$ cat src/rtl/slc3_mem_ctrl_if.sv
// slc3_mem_ctrl_if
//   Core-side memory port of the SLC-3 memory/IO controller.
//   master : the SLC-3 core (drives address/data/request, receives data/ready)
//   slave  : the controller
//   cpu_addr    16  word address
//   cpu_wdata   16  write data
//   cpu_mem_ena  1  access request (level)
//   cpu_wr_ena   1  1 = write, 0 = read
//   cpu_rdata   16  read data, held until the next read completes
//   cpu_ready    1  one-cycle completion pulse
interface slc3_mem_ctrl_if;
    logic [15:0] cpu_addr;
    logic [15:0] cpu_wdata;
    logic        cpu_mem_ena;
    logic        cpu_wr_ena;
    logic [15:0] cpu_rdata;
    logic        cpu_ready;

    modport master (
        output cpu_addr, cpu_wdata, cpu_mem_ena, cpu_wr_ena,
        input  cpu_rdata, cpu_ready
    );

    modport slave (
        input  cpu_addr, cpu_wdata, cpu_mem_ena, cpu_wr_ena,
        output cpu_rdata, cpu_ready
    );
endinterface

$ cat src/rtl/slc3_mem_ctrl.sv
// slc3_mem_ctrl
//   Memory/IO controller behind the SLC-3 core. After reset it copies
//   INIT_WORDS words from a synchronous program ROM into BRAM, then serves
//   one core access at a time: BRAM, the MMIO switch/hex register at IO_ADDR,
//   or an out-of-range address (writes dropped, reads return 0).
// Ports
//   clk, reset        clock, synchronous active-high reset
//   cpu               core port (slc3_mem_ctrl_if.slave)
//   init_done         high once the ROM copy finished, until reset
//   rom_addr/rdata    program ROM, data valid the cycle after the address
//   ram_*             BRAM port, read latency RAM_LAT
//   sw_i              switches, returned on reads of IO_ADDR
//   hex_o             hex display register, loaded by writes to IO_ADDR
module slc3_mem_ctrl #(
    parameter int          ADDR_W     = 10,
    parameter int          INIT_WORDS = 256,
    parameter int          RAM_LAT    = 1,
    parameter logic [15:0] IO_ADDR    = 16'hFFFF
) (
    input  logic              clk,
    input  logic              reset,
    slc3_mem_ctrl_if.slave    cpu,
    output logic              init_done,
    output logic [ADDR_W-1:0] rom_addr,
    input  logic [15:0]       rom_rdata,
    output logic [ADDR_W-1:0] ram_addr,
    output logic [15:0]       ram_wdata,
    output logic              ram_ena,
    output logic              ram_we,
    input  logic [15:0]       ram_rdata,
    input  logic [15:0]       sw_i,
    output logic [15:0]       hex_o
);

    if (INIT_WORDS > 2**ADDR_W) begin : g_chk_init
        $error("slc3_mem_ctrl: INIT_WORDS exceeds BRAM size");
    end

    localparam int                WC_W      = $clog2(RAM_LAT + 1);
    localparam logic [ADDR_W-1:0] LAST_WORD = ADDR_W'(INIT_WORDS - 1);
    localparam logic [WC_W-1:0]   LAT_LAST  = WC_W'(RAM_LAT);

    typedef enum logic [2:0] {
        INIT_FETCH,
        INIT_STORE,
        IDLE,
        RAM_WAIT,
        RESP
    } state_e;

    state_e            state_q, state_d;
    logic [ADDR_W-1:0] cnt_q, cnt_d;
    logic [WC_W-1:0]   wcnt_q, wcnt_d;
    logic [ADDR_W-1:0] addr_q, addr_d;
    logic [15:0]       wdata_q, wdata_d;
    logic              we_q, we_d;
    logic [15:0]       rdata_q, rdata_d;
    logic [15:0]       hex_q, hex_d;
    logic              done_q, done_d;
    logic              ready;

    // Upper address bits only feed the IO / out-of-range decode.
    logic        is_io;
    logic        is_oor;
    logic [31:0] addr_ext;

    assign addr_ext = 32'(cpu.cpu_addr);
    assign is_io    = (cpu.cpu_addr == IO_ADDR);
    assign is_oor   = ((addr_ext >> ADDR_W) != 32'd0);

    always_ff @(posedge clk) begin
        if (reset) begin
            state_q <= INIT_FETCH;
            cnt_q   <= '0;
            wcnt_q  <= '0;
            addr_q  <= '0;
            wdata_q <= '0;
            we_q    <= 1'b0;
            rdata_q <= '0;
            hex_q   <= '0;
            done_q  <= 1'b0;
        end else begin
            state_q <= state_d;
            cnt_q   <= cnt_d;
            wcnt_q  <= wcnt_d;
            addr_q  <= addr_d;
            wdata_q <= wdata_d;
            we_q    <= we_d;
            rdata_q <= rdata_d;
            hex_q   <= hex_d;
            done_q  <= done_d;
        end
    end

    always_comb begin
        state_d   = state_q;
        cnt_d     = cnt_q;
        wcnt_d    = wcnt_q;
        addr_d    = addr_q;
        wdata_d   = wdata_q;
        we_d      = we_q;
        rdata_d   = rdata_q;
        hex_d     = hex_q;
        done_d    = done_q;
        ready     = 1'b0;
        rom_addr  = '0;
        ram_addr  = '0;
        ram_wdata = '0;
        ram_ena   = 1'b0;
        ram_we    = 1'b0;

        case (state_q)
            INIT_FETCH: begin
                rom_addr = cnt_q;
                state_d  = INIT_STORE;
            end
            INIT_STORE: begin
                // ROM data for cnt_q arrived this cycle.
                ram_ena   = 1'b1;
                ram_we    = 1'b1;
                ram_addr  = cnt_q;
                ram_wdata = rom_rdata;
                if (cnt_q == LAST_WORD) begin
                    cnt_d   = '0;
                    done_d  = 1'b1;
                    state_d = IDLE;
                end else begin
                    cnt_d   = cnt_q + 1'b1;
                    state_d = INIT_FETCH;
                end
            end
            IDLE: begin
                if (cpu.cpu_mem_ena) begin
                    addr_d  = cpu.cpu_addr[ADDR_W-1:0];
                    wdata_d = cpu.cpu_wdata;
                    we_d    = cpu.cpu_wr_ena;
                    wcnt_d  = '0;
                    if (is_io) begin
                        if (cpu.cpu_wr_ena) hex_d   = cpu.cpu_wdata;
                        else                rdata_d = sw_i;
                        state_d = RESP;
                    end else if (is_oor) begin
                        if (!cpu.cpu_wr_ena) rdata_d = '0;
                        state_d = RESP;
                    end else begin
                        state_d = RAM_WAIT;
                    end
                end
            end
            RAM_WAIT: begin
                ram_ena  = 1'b1;
                ram_addr = addr_q;
                if (we_q) begin
                    ram_we    = 1'b1;
                    ram_wdata = wdata_q;
                    state_d   = RESP;
                end else if (wcnt_q == LAT_LAST) begin
                    // Address presented RAM_LAT cycles ago; data is valid now.
                    rdata_d = ram_rdata;
                    state_d = RESP;
                end else begin
                    wcnt_d = wcnt_q + 1'b1;
                end
            end
            RESP: begin
                ready   = 1'b1;
                state_d = IDLE;
            end
            default: state_d = INIT_FETCH;
        endcase
    end

    assign cpu.cpu_rdata = rdata_q;
    assign cpu.cpu_ready = ready;
    assign init_done     = done_q;
    assign hex_o         = hex_q;

endmodule

$ cat src/flat_wrapper.sv
// flat-port wrapper written by rule: the top's interface ports become plain ports
module slc3_mem_ctrl_flat 
#(
    parameter int          ADDR_W     = 10,
    parameter int          INIT_WORDS = 256,
    parameter int          RAM_LAT    = 1,
    parameter logic [15:0] IO_ADDR    = 16'hFFFF
)
  (clk, reset, init_done, rom_addr, rom_rdata, ram_addr, ram_wdata, ram_ena, ram_we, ram_rdata, sw_i, hex_o, cpu_cpu_addr, cpu_cpu_wdata, cpu_cpu_mem_ena, cpu_cpu_wr_ena, cpu_cpu_rdata, cpu_cpu_ready);
  slc3_mem_ctrl_if cpu_i ();
  input  logic clk;
  input  logic reset;
  output logic init_done;
  output logic [ADDR_W-1:0] rom_addr;
  input  logic [15:0] rom_rdata;
  output logic [ADDR_W-1:0] ram_addr;
  output logic [15:0] ram_wdata;
  output logic ram_ena;
  output logic ram_we;
  input  logic [15:0] ram_rdata;
  input  logic [15:0] sw_i;
  output logic [15:0] hex_o;
  input wire logic [$bits(cpu_i.cpu_addr)-1:0] cpu_cpu_addr;
  input wire logic [$bits(cpu_i.cpu_wdata)-1:0] cpu_cpu_wdata;
  input wire logic [$bits(cpu_i.cpu_mem_ena)-1:0] cpu_cpu_mem_ena;
  input wire logic [$bits(cpu_i.cpu_wr_ena)-1:0] cpu_cpu_wr_ena;
  output wire logic [$bits(cpu_i.cpu_rdata)-1:0] cpu_cpu_rdata;
  output wire logic [$bits(cpu_i.cpu_ready)-1:0] cpu_cpu_ready;
  assign cpu_i.cpu_addr = cpu_cpu_addr;
  assign cpu_i.cpu_wdata = cpu_cpu_wdata;
  assign cpu_i.cpu_mem_ena = cpu_cpu_mem_ena;
  assign cpu_i.cpu_wr_ena = cpu_cpu_wr_ena;
  assign cpu_cpu_rdata = cpu_i.cpu_rdata;
  assign cpu_cpu_ready = cpu_i.cpu_ready;
  slc3_mem_ctrl #(.ADDR_W(ADDR_W), .INIT_WORDS(INIT_WORDS), .RAM_LAT(RAM_LAT), .IO_ADDR(IO_ADDR)) u_core (.clk(clk), .reset(reset), .cpu(cpu_i), .init_done(init_done), .rom_addr(rom_addr), .rom_rdata(rom_rdata), .ram_addr(ram_addr), .ram_wdata(ram_wdata), .ram_ena(ram_ena), .ram_we(ram_we), .ram_rdata(ram_rdata), .sw_i(sw_i), .hex_o(hex_o));
endmodule
$ cat config.mk
export PLATFORM = sky130hd
export DESIGN_NAME = slc3_mem_ctrl_flat
export DESIGN_NICKNAME = d
export VERILOG_FILES = /design/src/rtl/slc3_mem_ctrl_if.sv /design/src/rtl/slc3_mem_ctrl.sv /design/src/flat_wrapper.sv
export SDC_FILE = /design/constraint.sdc
export NUM_CORES = 1
export LEC_CHECK = 0
export BUFFER_PORTS_ARGS = -buffer_cell sky130_fd_sc_hd__buf_2
export CAP_MARGIN = 20
export CORE_UTILIZATION = 52
export CTS_CLUSTER_SIZE = 12
export DETAILED_ROUTE_END_ITERATION = 8
export GPL_TIMING_DRIVEN = 0
export PLACE_DENSITY = 0.91
export SLEW_MARGIN = 25
export SYNTH_ARGS = -nofsm -noshare
export SYNTH_HDL_FRONTEND = slang
export SYNTH_SLANG_ARGS = --single-unit
$ cat constraint.sdc
create_clock -name clk -period 4.15 [get_ports clk]
set_input_delay 0.415 -clock clk [delete_from_list [all_inputs] [get_ports clk]]
set_output_delay 0.415 -clock clk [all_outputs]
set_load 0.01 [all_outputs]
==> results.cfg <==
[pwr]
ir_drop_uv = 234.1
p_int_mw = 1.103
pwr-share-comb = 0.088
pwr-share-clk = 0.417
switching_share = 0.2356
pwr-share-seq = 0.495
power.leakage_nw = 1.929
power_density_mw_per_mm2 = 303.3
p_switching_mw = 0.3399
power_mw = 1.443

[timing]
max_freq_mhz = 310.2
rsz0062_at_grt = no
slew_viol_final = 0
min_period_ns = 3.223
totalNegativeSetupSlack_ns = 0
setup_viol = 0
tightest_slew_ns = 0.7888
fin_crit_sh = 0.7767
skew_ns = 0.004607
hold_viol = 0
hold_ws_ns = 0.3164
max-slew-margin-rel = 0.4701

[floorplanning]
start_util = 0.5370
num_io_pins = 156
die_w_um = 85.77
core_region_area_mm2 = 0.006794
row_count = 30
dieArea_mm2 = 0.007356
die_y_um = 85.77

[yosys]
synth_warnings = 0
async_flop_share = 0
synth_nets = 524
seq_area_frac_synth = 0.4060
ys.flop_type = dfxtp_1
synth_most_common_cell = nand2_1
synth_edf_count = 0
netlist_area_mm2 = 0.003648
synthTopCellsByArea = dfxtp_1, nand2_1, mux2i_1
synth_largest_area_cell = dfxtp_1
ys_ff_latch = 74
syn_inst = 439
synth_area_per_cell_um2 = 8.311
synthTopCellsByCount = nand2_1, dfxtp_1, a21oi_1, nand2b_1
yosysTopAreaCellShare = 0.4060
ys_types = 41

[grt]
grt.total_usage = 0.2944
grt_antenna_before_repair = 0
grt_pass1_vias = 3726
grt_max_degree = 13
overflow = 0
grt_pass1_wl_um = 16950

[routing]
wire_per_inst_um = 15.46
drc = 0
final_antenna_net_count = 0
viasPerCell = 5.604
wirelength_um = 10900
via_count = 3951
drtIter0Drc = 250
drt_pre_antenna_iters = 5

[clocking]
clkSlewWorstSetupHoldPaths_ns = 0.08
cts_max_path_buffers = 2
ctsHtreeMaxLevel = 3
cts_tree = done
cts-buffers-inserted = 9
clk_root_buffer_cell = clkbuf_8
hold_buffers = 0
clock_latency_ns = 0.35
ctsResizeCount = 0
post-cts-setup-buffer-count = 0
clock-sinks = 74

[min_path]
min-delay-start = cpu_cpu_wdata[8]
min_path_type = in -> reg

[finish]
postLayoutCoreUtil = 0.7002
num_antenna_cells = 0
fillers = 532
design_area_mm2 = 0.004757
drive_above_1_share = 0.3186
final_nets = 690
area_growth_pct = 30.38

[flow_run]
max-cap-violations = 0

[critical_path]
worst-path-max-fanout = 10
cp-start-kind = flip-flop
required_ns = 3.73
crit_type = reg -> out
critPathCaptureType = output pin
r2r-start = u_core.state_q[2]
crit_arrival_ns = 2.81
cp-startpoint = u_core.state_q[2]

[placement]
dp_hpwl_um = 8083
portBuffers = 155
place.gp.congestion = 0.9182
place_area_mm2 = 0.004551

[status]
status = complete, no violations
## state kept, by name, indices dropped and copies added, names as in the netlist
register,flops
u_core.init_done,1
u_core.wdata_q,16
u_core.wcnt_q,1
u_core.we_q,1
u_core.cnt_q,10
u_core.state_q,3
u_core.hex_o,16
u_core.cpu.cpu_rdata,16
u_core.addr_q,10
## area by class of cell
type / count / area (um^2) / share of cell area
Buffer: 35 / 171.4 / 0.03603
Clock buffer: 9 / 123.9 / 0.02604
Clock inverter: 6 / 82.58 / 0.01736
Inverter: 7 / 26.28 / 0.005523
Multi-Input combinational cell: 323 / 1976 / 0.4153
Sequential cell: 74 / 1481 / 0.3114
Tap cell: 96 / 120.1 / 0.02525
Timing Repair Buffer: 155 / 775.7 / 0.1631
## kinds of logic (layout without fill, tap and decap cells)
| family | Yosys count | after routing | synth area share |
|---|---|---|---|
| simple gates | 199 | 199 | 0.2685 |
| buf+inv | 42 | 212 | 0.05418 |
| flops | 74 | 74 | 0.4060 |
| compound gates | 89 | 89 | 0.1770 |
| mux | 27 | 27 | 0.07407 |
| fa+ha+maj | 1 | 1 | 0.003429 |
| xor+xnor | 7 | 7 | 0.01680 |
## power groups by stage
stage / combinational [mW] / sequential, mW / clock [mW]
after detailed placement: 0.124 / 0.731 / 0
final: 0.126 / 0.714 / 0.602
after CTS: 0.125 / 0.714 / 0.604
after floorplan: 0.0548 / 0.730 / 0
after global routing: 0.136 / 0.714 / 0.631
after global placement: 0.121 / 0.731 / 0
## critical path, cell delays in order, from the launching register on
cell      delay (ns)
dfxtp_1         0.32
clkbuf_1        0.18
nand2b_1        0.31
or2_2           0.32
clkbuf_1        0.20
nor2_1          0.43
clkbuf_1        0.37
a22o_1          0.19
buf_2           0.14
## path summary, 6_finish.rpt
| check | endpoint | slack (ns) | cells past startpoint |
|---|---|---|---|
| worst max-delay path | ram_wdata[11] | 0.93 | 8 |
| worst min-delay path | u_core.wdata_q[8] | 0.32 | 3 |
| worst max register to register | u_core.cpu.cpu_rdata[12] | 1.75 | 7 |
| worst min register to register | u_core.wdata_q[0] | 0.46 | 2 |
## stage by stage
step,worst slack (ns),instances
floorplan,1.885,439
global placement,1.381,690
detailed placement,1.339,690
CTS,0.9369,705
global route,0.7474,705
finish,0.9266,705
## cell usage in the layout (no fill, tap or decap), types with 3 or more instances in the layout
master	synthesis	final
clkinv_2	0	3
clkbuf_8	0	9
a311oi_1	6	6
nand2b_1	34	34
and2_1	12	12
nor3_1	5	5
xnor2_1	5	5
mux2i_1	27	27
nand2_1	77	77
nor2_1	28	28
a21oi_1	49	49
clkbuf_1	28	28
and3_1	3	3
a22o_1	15	15
a311oi_2	10	10
dfxtp_1	74	74
inv_1	7	7
nand3_1	22	22
buf_2	1	156
nand4_1	4	4
## routing by layer
layer,up-vias,routed length (um),global-route usage
li1,1855,-,-
met1,1840,4286,0.3376
met2,213,5471,0.5193
met3,43,791,0.07122
met4,0,350,0.1333
met5,-,0,0
Note: power is estimated with default switching activity, not from simulation.
